<file path="config.mk">
export PLATFORM = sky130hd
export DESIGN_NAME = frame_serializer
export DESIGN_NICKNAME = d
export VERILOG_FILES = /design/src/rtl/frame_serializer.sv
export SDC_FILE = /design/constraint.sdc
export NUM_CORES = 1
export LEC_CHECK = 0
export ABC_AREA = 1
export CORE_UTILIZATION = 49
export CTS_CLUSTER_DIAMETER = 100
export DETAILED_ROUTE_END_ITERATION = 7
export MAX_ROUTING_LAYER = met4
export PLACE_DENSITY = 0.63
export SETUP_SLACK_MARGIN = 0.4
export SKIP_LAST_GASP = 1
export SLEW_MARGIN = 20
export SYNTH_ARGS = -nofsm -noshare
export SYNTH_HDL_FRONTEND = slang
export SYNTH_SLANG_ARGS = --single-unit
</file>
<file path="constraint.sdc">
create_clock -name clk -period 6.2 [get_ports clk]
set_input_delay 1.24 -clock clk [delete_from_list [all_inputs] [get_ports clk]]
set_output_delay 1.24 -clock clk [all_outputs]
set_load 0.01 [all_outputs]
</file>
<file path="src/rtl/frame_serializer.sv">
// Frame serializer: holds an N-sample signed reference frame and streams it out,
// highest index first, one sample per ena strobe, with repeat/continuous/stop/gap control.
module frame_serializer #(
    parameter int N   = 20,
    parameter int W   = 8,
    parameter int GAP = 0
) (
    input  logic         clk,
    input  logic         rst_n,
    input  logic         ena,
    input  logic         wr_en,
    input  logic [4:0]   wr_addr,
    input  logic [W-1:0] wr_data,
    input  logic         start,
    input  logic [3:0]   repeat_cnt,
    input  logic         stop,
    output logic [W-1:0] tx,
    output logic         tx_valid,
    output logic         busy,
    output logic         done,
    output logic         wr_err
);

    localparam logic [5:0]    N_LIM    = 6'(N);
    localparam logic [4:0]    IDX_TOP  = 5'(N - 1);
    localparam int            GW       = (GAP > 1) ? $clog2(GAP) : 1;
    localparam logic [GW-1:0] GAP_LAST = GW'((GAP > 0) ? GAP - 1 : 0);

    typedef enum logic [1:0] {
        S_IDLE,
        S_RUN,
        S_GAP
    } state_t;

    state_t        state_reg, state_next;
    logic [4:0]    idx_reg, idx_next;
    logic [3:0]    reps_reg, reps_next;
    logic          stop_pend_reg, stop_pend_next;
    logic [GW-1:0] gap_reg, gap_next;
    logic [W-1:0]  tx_reg, tx_next;
    logic          tx_valid_reg, tx_valid_next;
    logic          done_reg, done_next;
    logic          wr_err_reg, wr_err_next;

    logic          wr_ok;
    logic [W-1:0]  frame_word [N];

    // The buffer only accepts writes while idle, so a running frame never changes under us.
    assign wr_ok       = wr_en && (state_reg == S_IDLE) && ({1'b0, wr_addr} < N_LIM);
    assign wr_err_next = wr_en && !wr_ok;

    generate
        for (genvar gi = 0; gi < N; gi++) begin : g_entry
            logic [W-1:0] entry_reg;

            always_ff @(posedge clk or negedge rst_n) begin
                if (!rst_n) begin
                    entry_reg <= '0;
                end else if (wr_ok && (wr_addr == 5'(gi))) begin
                    entry_reg <= wr_data;
                end
            end

            assign frame_word[gi] = entry_reg;
        end
    endgenerate

    always_comb begin
        state_next     = state_reg;
        idx_next       = idx_reg;
        reps_next      = reps_reg;
        stop_pend_next = stop_pend_reg;
        gap_next       = gap_reg;
        tx_next        = tx_reg;
        tx_valid_next  = 1'b0;
        done_next      = 1'b0;

        case (state_reg)
            S_IDLE: begin
                if (start) begin
                    reps_next      = repeat_cnt;
                    idx_next       = IDX_TOP;
                    stop_pend_next = 1'b0;
                    state_next     = S_RUN;
                end
            end

            S_RUN: begin
                if (stop) begin
                    stop_pend_next = 1'b1;
                end
                if (ena) begin
                    tx_next       = frame_word[idx_reg];
                    tx_valid_next = 1'b1;
                    if (idx_reg != 5'd0) begin
                        idx_next = idx_reg - 5'd1;
                    end else if ((reps_reg == 4'd1) || stop_pend_reg) begin
                        // Last-frame decision uses the registered stop request only.
                        if (GAP > 0) begin
                            state_next = S_GAP;
                            gap_next   = '0;
                        end else begin
                            state_next = S_IDLE;
                            done_next  = 1'b1;
                        end
                    end else begin
                        idx_next = IDX_TOP;
                        if (reps_reg != 4'd0) begin
                            reps_next = reps_reg - 4'd1;
                        end
                    end
                end
            end

            S_GAP: begin
                if (ena) begin
                    tx_next       = '0;
                    tx_valid_next = 1'b1;
                    if (gap_reg == GAP_LAST) begin
                        state_next = S_IDLE;
                        done_next  = 1'b1;
                    end else begin
                        gap_next = gap_reg + GW'(1);
                    end
                end
            end

            default: begin
                state_next = S_IDLE;
            end
        endcase
    end

    always_ff @(posedge clk or negedge rst_n) begin
        if (!rst_n) begin
            state_reg     <= S_IDLE;
            idx_reg       <= IDX_TOP;
            reps_reg      <= '0;
            stop_pend_reg <= 1'b0;
            gap_reg       <= '0;
            tx_reg        <= '0;
            tx_valid_reg  <= 1'b0;
            done_reg      <= 1'b0;
            wr_err_reg    <= 1'b0;
        end else begin
            state_reg     <= state_next;
            idx_reg       <= idx_next;
            reps_reg      <= reps_next;
            stop_pend_reg <= stop_pend_next;
            gap_reg       <= gap_next;
            tx_reg        <= tx_next;
            tx_valid_reg  <= tx_valid_next;
            done_reg      <= done_next;
            wr_err_reg    <= wr_err_next;
        end
    end

    assign tx       = tx_reg;
    assign tx_valid = tx_valid_reg;
    assign busy     = (state_reg != S_IDLE);
    assign done     = done_reg;
    assign wr_err   = wr_err_reg;

endmodule

</file>
# Word level (Yosys, flattened, before mapping)
# Cells that the tools add are included.
# W data, S select, Z words.
# totals
output_inout_bits	12
register_bits	184
# classes
n_mux	36
n_addsub	3
n_eq_ne	32
n_reduce_logical	39
order_cmp	2
n_bitwise	1
# ops
cell	count
$bmux W8 S5	1
$eq A5 B4 Y1 const B	8
$mux W8	4
$logic_and A1 B1 Y1	23
$eq A5 B3 Y1 const B	4
$eq A5 B5 Y1 const B	4
$mux W4	5
$mux W5	4
$ne A2 B2 Y1 const B	9
$pmux W8 S2	1
$mux W2	6
$reduce_and A6 Y1	2
$eq A5 B2 Y1 const B	2
$mux W1	10
$pmux W5 S2	1
$pmux W4 S2	1
$ge A6 B6 Y1 const B	1
$not A5 Y6	1
$pmux W2 S3	1
$reduce_and A3 Y1	2
$reduce_bool A2 Y1	3
$eq A5 B1 Y1 const B	1
$logic_not A5 Y1	1
$lt A5 B5 Y1 const B	1
other kinds (16)	17

# Depth between registers and ports, before layout
# logic_depth
depth_word	6
mapped_depth	12
depth_no_buf	11

# Worst setup path before layout
# No wires, ideal clock.
# synth_timing
path_kind	input -> register
startpoint	input wr_addr[3]
endpoint	register g_entry[16].entry_reg[6]
n_path_buf	1
arrival_time_ps	2177
setup_time_ps	133
slack_ps	3890
path_stages	7
cell_sequence	nor2_1 > o21ai_0 > nor2_1 > nand2_1 > buf_6 > nand2_1 > o21ai_0
# synth_via
elab_chain_cells	3
elab_cells_between_ends	4
classes_between	order compare (1); eq/ne (1); reduce/logical (2)
# synth_lines
element	line_no	source
start: declaration	12	input logic [4:0] wr_addr,
$lt A5 B5 Y1	49	assign wr_ok = wr_en && (state_reg == S_IDLE) && ({1'b0, wr_addr} < N_LIM);
$logic_and A1 B1 Y1	49	
$logic_and A1 B1 Y1 *	59	end else if (wr_ok && (wr_addr == 5'(gi))) begin
end signal: assignment	60	entry_reg <= wr_data;
end: declaration	54	logic [W-1:0] entry_reg;
# Every way passes the cells marked *; elsewhere a longest branch is shown, timed or not.
# A chain may end at the register's enable or synchronous reset.

# Worst setup path after layout
# layout_timing
startpoint	register state_reg[0]
endpoint	output busy
# layout_via
elab_chain_cells	1
# layout_lines
element	line_no	source
start: declaration	35	state_t state_reg, state_next;
start signal: assignment	146	state_reg <= state_next;
$reduce_bool A2 Y1	160	assign busy = (state_reg != S_IDLE);
end: declaration	19	output logic busy,
# Every way passes these cells.

==> flow_summary.ini <==
[drt]
routed_wl_um = 22130
drt_first_pass_iters = 5
drt-initial-drc-count = 632
vias = 7243
ant_nets = 0
avgViaCountPerCell = 5.155
avgRoutedWirePerCell_um = 15.75
drc_errors = 0

[cts]
post_cts_buffers = 0
cts_tree = yes
cts_hold_buf = 0
cts_root_buf = clkbuf_16
path_clk_slew_ps = 60
clk_latency_ps = 430
cts_resized = 0
numCtsBuffers = 17
cts_sinks = 182
clockBufferDepth = 2
cts_htree_levels = 4

[global_routing]
grt_max_degree = 101
grt_pass1_vias = 6775
antenna_found_initial = 0
grt_first_pass_wirelength_um = 36590
overflow = 0
grt_usage = 0.2684

[timing]
finalHoldViolations = 0
worst_pin_slew_ps = 971.3
setup_violations = 0
clock_skew_ps = 8.796
finalCritPeriodShare = 0.4996
rsz0062_at_grt = no
slew_violations = 0
max_slew_margin = 0.3525
finalWorstSetupSlack_ps = 3102
period_minus_slack_ps = 3098
tns_ps = 0
clock.fmax_mhz = 322.8

[power]
p_int_uw = 2598
switchingPower_uw = 1646
max-vdd-ir-drop_uv = 339.9
sw_frac_of_total = 0.3879
combPwrFrac = 0.351
power.total_uw = 4244
seqPwrFrac = 0.396
pwr-share-clk = 0.254
p_per_area_mw_per_mm2 = 433.3
leakage_uw = 0.004772

[critical_path]
crit_path_start_kind = flip-flop
crit_path_end = busy
r2r-end = reps_reg[1]$_DFFE_PN0P_
crit_buf_inv = 1
worstPathMaxFanout = 16
path_depth = 1
r2r_cells = 8
cp.arrival_ps = 1860
r2r_slack_ps = 3640
path_cells = clkdlybuf4s50_1
required_ps = 4960
path_class = reg -> out
timing.rr.start = idx_reg[1]$_DFFE_PN1P_
cpMaxStageDelayCell = dfrtp_1
setup.worst_path.start = state_reg[0]$_DFFE_PN0P_
cp-end-kind = output pin
slowest_delay_ps = 770
cp_top_family = flip-flops

[synth]
syn_inst = 1179
synth.distinct_cells = 26
ys_ff_latch = 182
ys.warnings.count = 0
syn_area_per_cell_um2 = 7.523
ys_seq_area_frac = 0.5139
synth_nets = 1206
netlist_area_mm2 = 0.008870

[placement]
port_buffers = 34
dp_slack_ps = 2854
postPlaceCellArea_mm2 = 0.009211
dp_hpwl_um = 13280
gp_congestion = 0.8046

[layout]
drive_gt1_frac = 0.04492
largest_register_ffs = 160
antenna_cells = 0
nNetsFinal = 1194
postLayoutCellArea_mm2 = 0.009796
fillers = 1725
area_delta_synth_final_pct = 10.44
finalCoreUtilization = 0.5605

[floorplanning]
die_h_um = 136.5
coreArea_mm2 = 0.01748
die_area_mm2 = 0.01864
row_count = 48
start_util = 0.5075
io-pin-count = 35
dieWidth_um = 136.5

[run]
drv_cap = 0

[run_status]
outcome = complete, no violations

[worst_hold_path]
hp-class = reg -> reg
-- synthesized netlist by cell type (all sizes together) --
| library cell | n | area [um2] |
|---|---|---|
| inv | 163 | 611.8 |
| xor2 | 2 | 17.52 |
| o22ai | 8 | 50.05 |
| clkbuf | 40 | 150.1 |
| clkinv | 2 | 7.510 |
| nor2 | 46 | 177.7 |
| buf | 29 | 173.9 |
| nand4 | 2 | 12.51 |
| or2 | 7 | 43.79 |
| nor3 | 2 | 21.27 |
| nand3 | 107 | 535.5 |
| ha | 4 | 50.05 |
| dfrtp | 179 | 4479 |
| a21oi | 8 | 51.30 |
| nand2 | 389 | 1460 |
| o21ai | 184 | 920.9 |
| a31oi | 2 | 12.51 |
| dfstp | 3 | 78.83 |
| o211ai | 2 | 15.01 |
-- worst min-delay path, stage by stage (launching register included) --
cell and delay, ps:
dfstp_2 370, nand2_1 50, nand2_1 50
-- logic make-up after synthesis --
kind of cell,count (synthesis),share of synthesized area
flops,182,0.5139
fa+ha+maj,4,0.005643
compound gates,204,0.1184
simple gates,553,0.2538
xor+xnor,2,0.001975
buf+inv,234,0.1064
-- how the worst min path moves through the flow --
stage                                               from                              endpoint  slack (ps)  cells after the start
floorplan            g_entry[8].entry_reg[1]$_DFFE_PN0P_   g_entry[8].entry_reg[1]$_DFFE_PN0P_         450                      2
global placement     g_entry[8].entry_reg[2]$_DFFE_PN0P_   g_entry[8].entry_reg[2]$_DFFE_PN0P_         460                      2
detailed placement                idx_reg[4]$_DFFE_PN1P_                idx_reg[4]$_DFFE_PN1P_         460                      2
CTS                               idx_reg[4]$_DFFE_PN1P_                idx_reg[4]$_DFFE_PN1P_         470                      2
global route        g_entry[17].entry_reg[4]$_DFFE_PN0P_  g_entry[17].entry_reg[4]$_DFFE_PN0P_         500                      2
finish                            idx_reg[4]$_DFFE_PN1P_                idx_reg[4]$_DFFE_PN1P_         470                      2
-- metrics by stage --
| step | std cells | hold slack (ps) |
|---|---|---|
| floorplan | 1179 | 445.1 |
| global placement | 1373 | 460.4 |
| detailed placement | 1373 | 461.8 |
| CTS | 1405 | 473.2 |
| global route | 1405 | 500.4 |
| finish | 1405 | 470.6 |
-- final cells by class --
| class | instances | area [um2] | area share |
|---|---|---|---|
| clock buffers | 20 | 456.7 | 0.04662 |
| clock inverters | 12 | 127.6 | 0.01303 |
| inverters | 165 | 619.3 | 0.06323 |
| multi-input cells | 763 | 3368 | 0.3438 |
| flip-flops and latches | 182 | 4558 | 0.4653 |
| well taps | 225 | 281.5 | 0.02874 |
| repair buffers | 38 | 384.1 | 0.03921 |
-- power by group through the flow --
| stage | logic (uW) | registers (uW) | clock network (uW) |
|---|---|---|---|
| 2_1_floorplan | 1110 | 1600 | 0 |
| 3_3_place_gp | 1470 | 1690 | 0 |
| 3_5_place_dp | 1490 | 1700 | 0 |
| 4_1_cts | 1490 | 1680 | 1100 |
| 5_1_grt | 1710 | 1720 | 1150 |
| 6_report | 1490 | 1680 | 1080 |
-- placed cells by master, fill, tap and decap left out, drive strengths merged, types with 3 or more instances in the layout --
| cell type | instances |
|---|---|
| o21ai | 184 |
| nor2 | 46 |
| buf | 5 |
| ha | 4 |
| a21oi | 8 |
| nand2 | 389 |
| dfrtp | 179 |
| clkbuf | 20 |
| clkinv | 7 |
| inv | 164 |
| o22ai | 8 |
| dfstp | 3 |
| clkinvlp | 4 |
| nand3 | 107 |
| or2 | 7 |
| clkdlybuf4s50 | 33 |
-- metal layers --
metal	global-route usage	vias to the layer above	wire length, um
li1	-	3646	-
met1	0.3794	3447	10870
met2	0.4027	133	10160
met3	0.04259	17	784
met4	0.06852	0	318
met5	-	-	0
(Power assumes the default switching activity.)
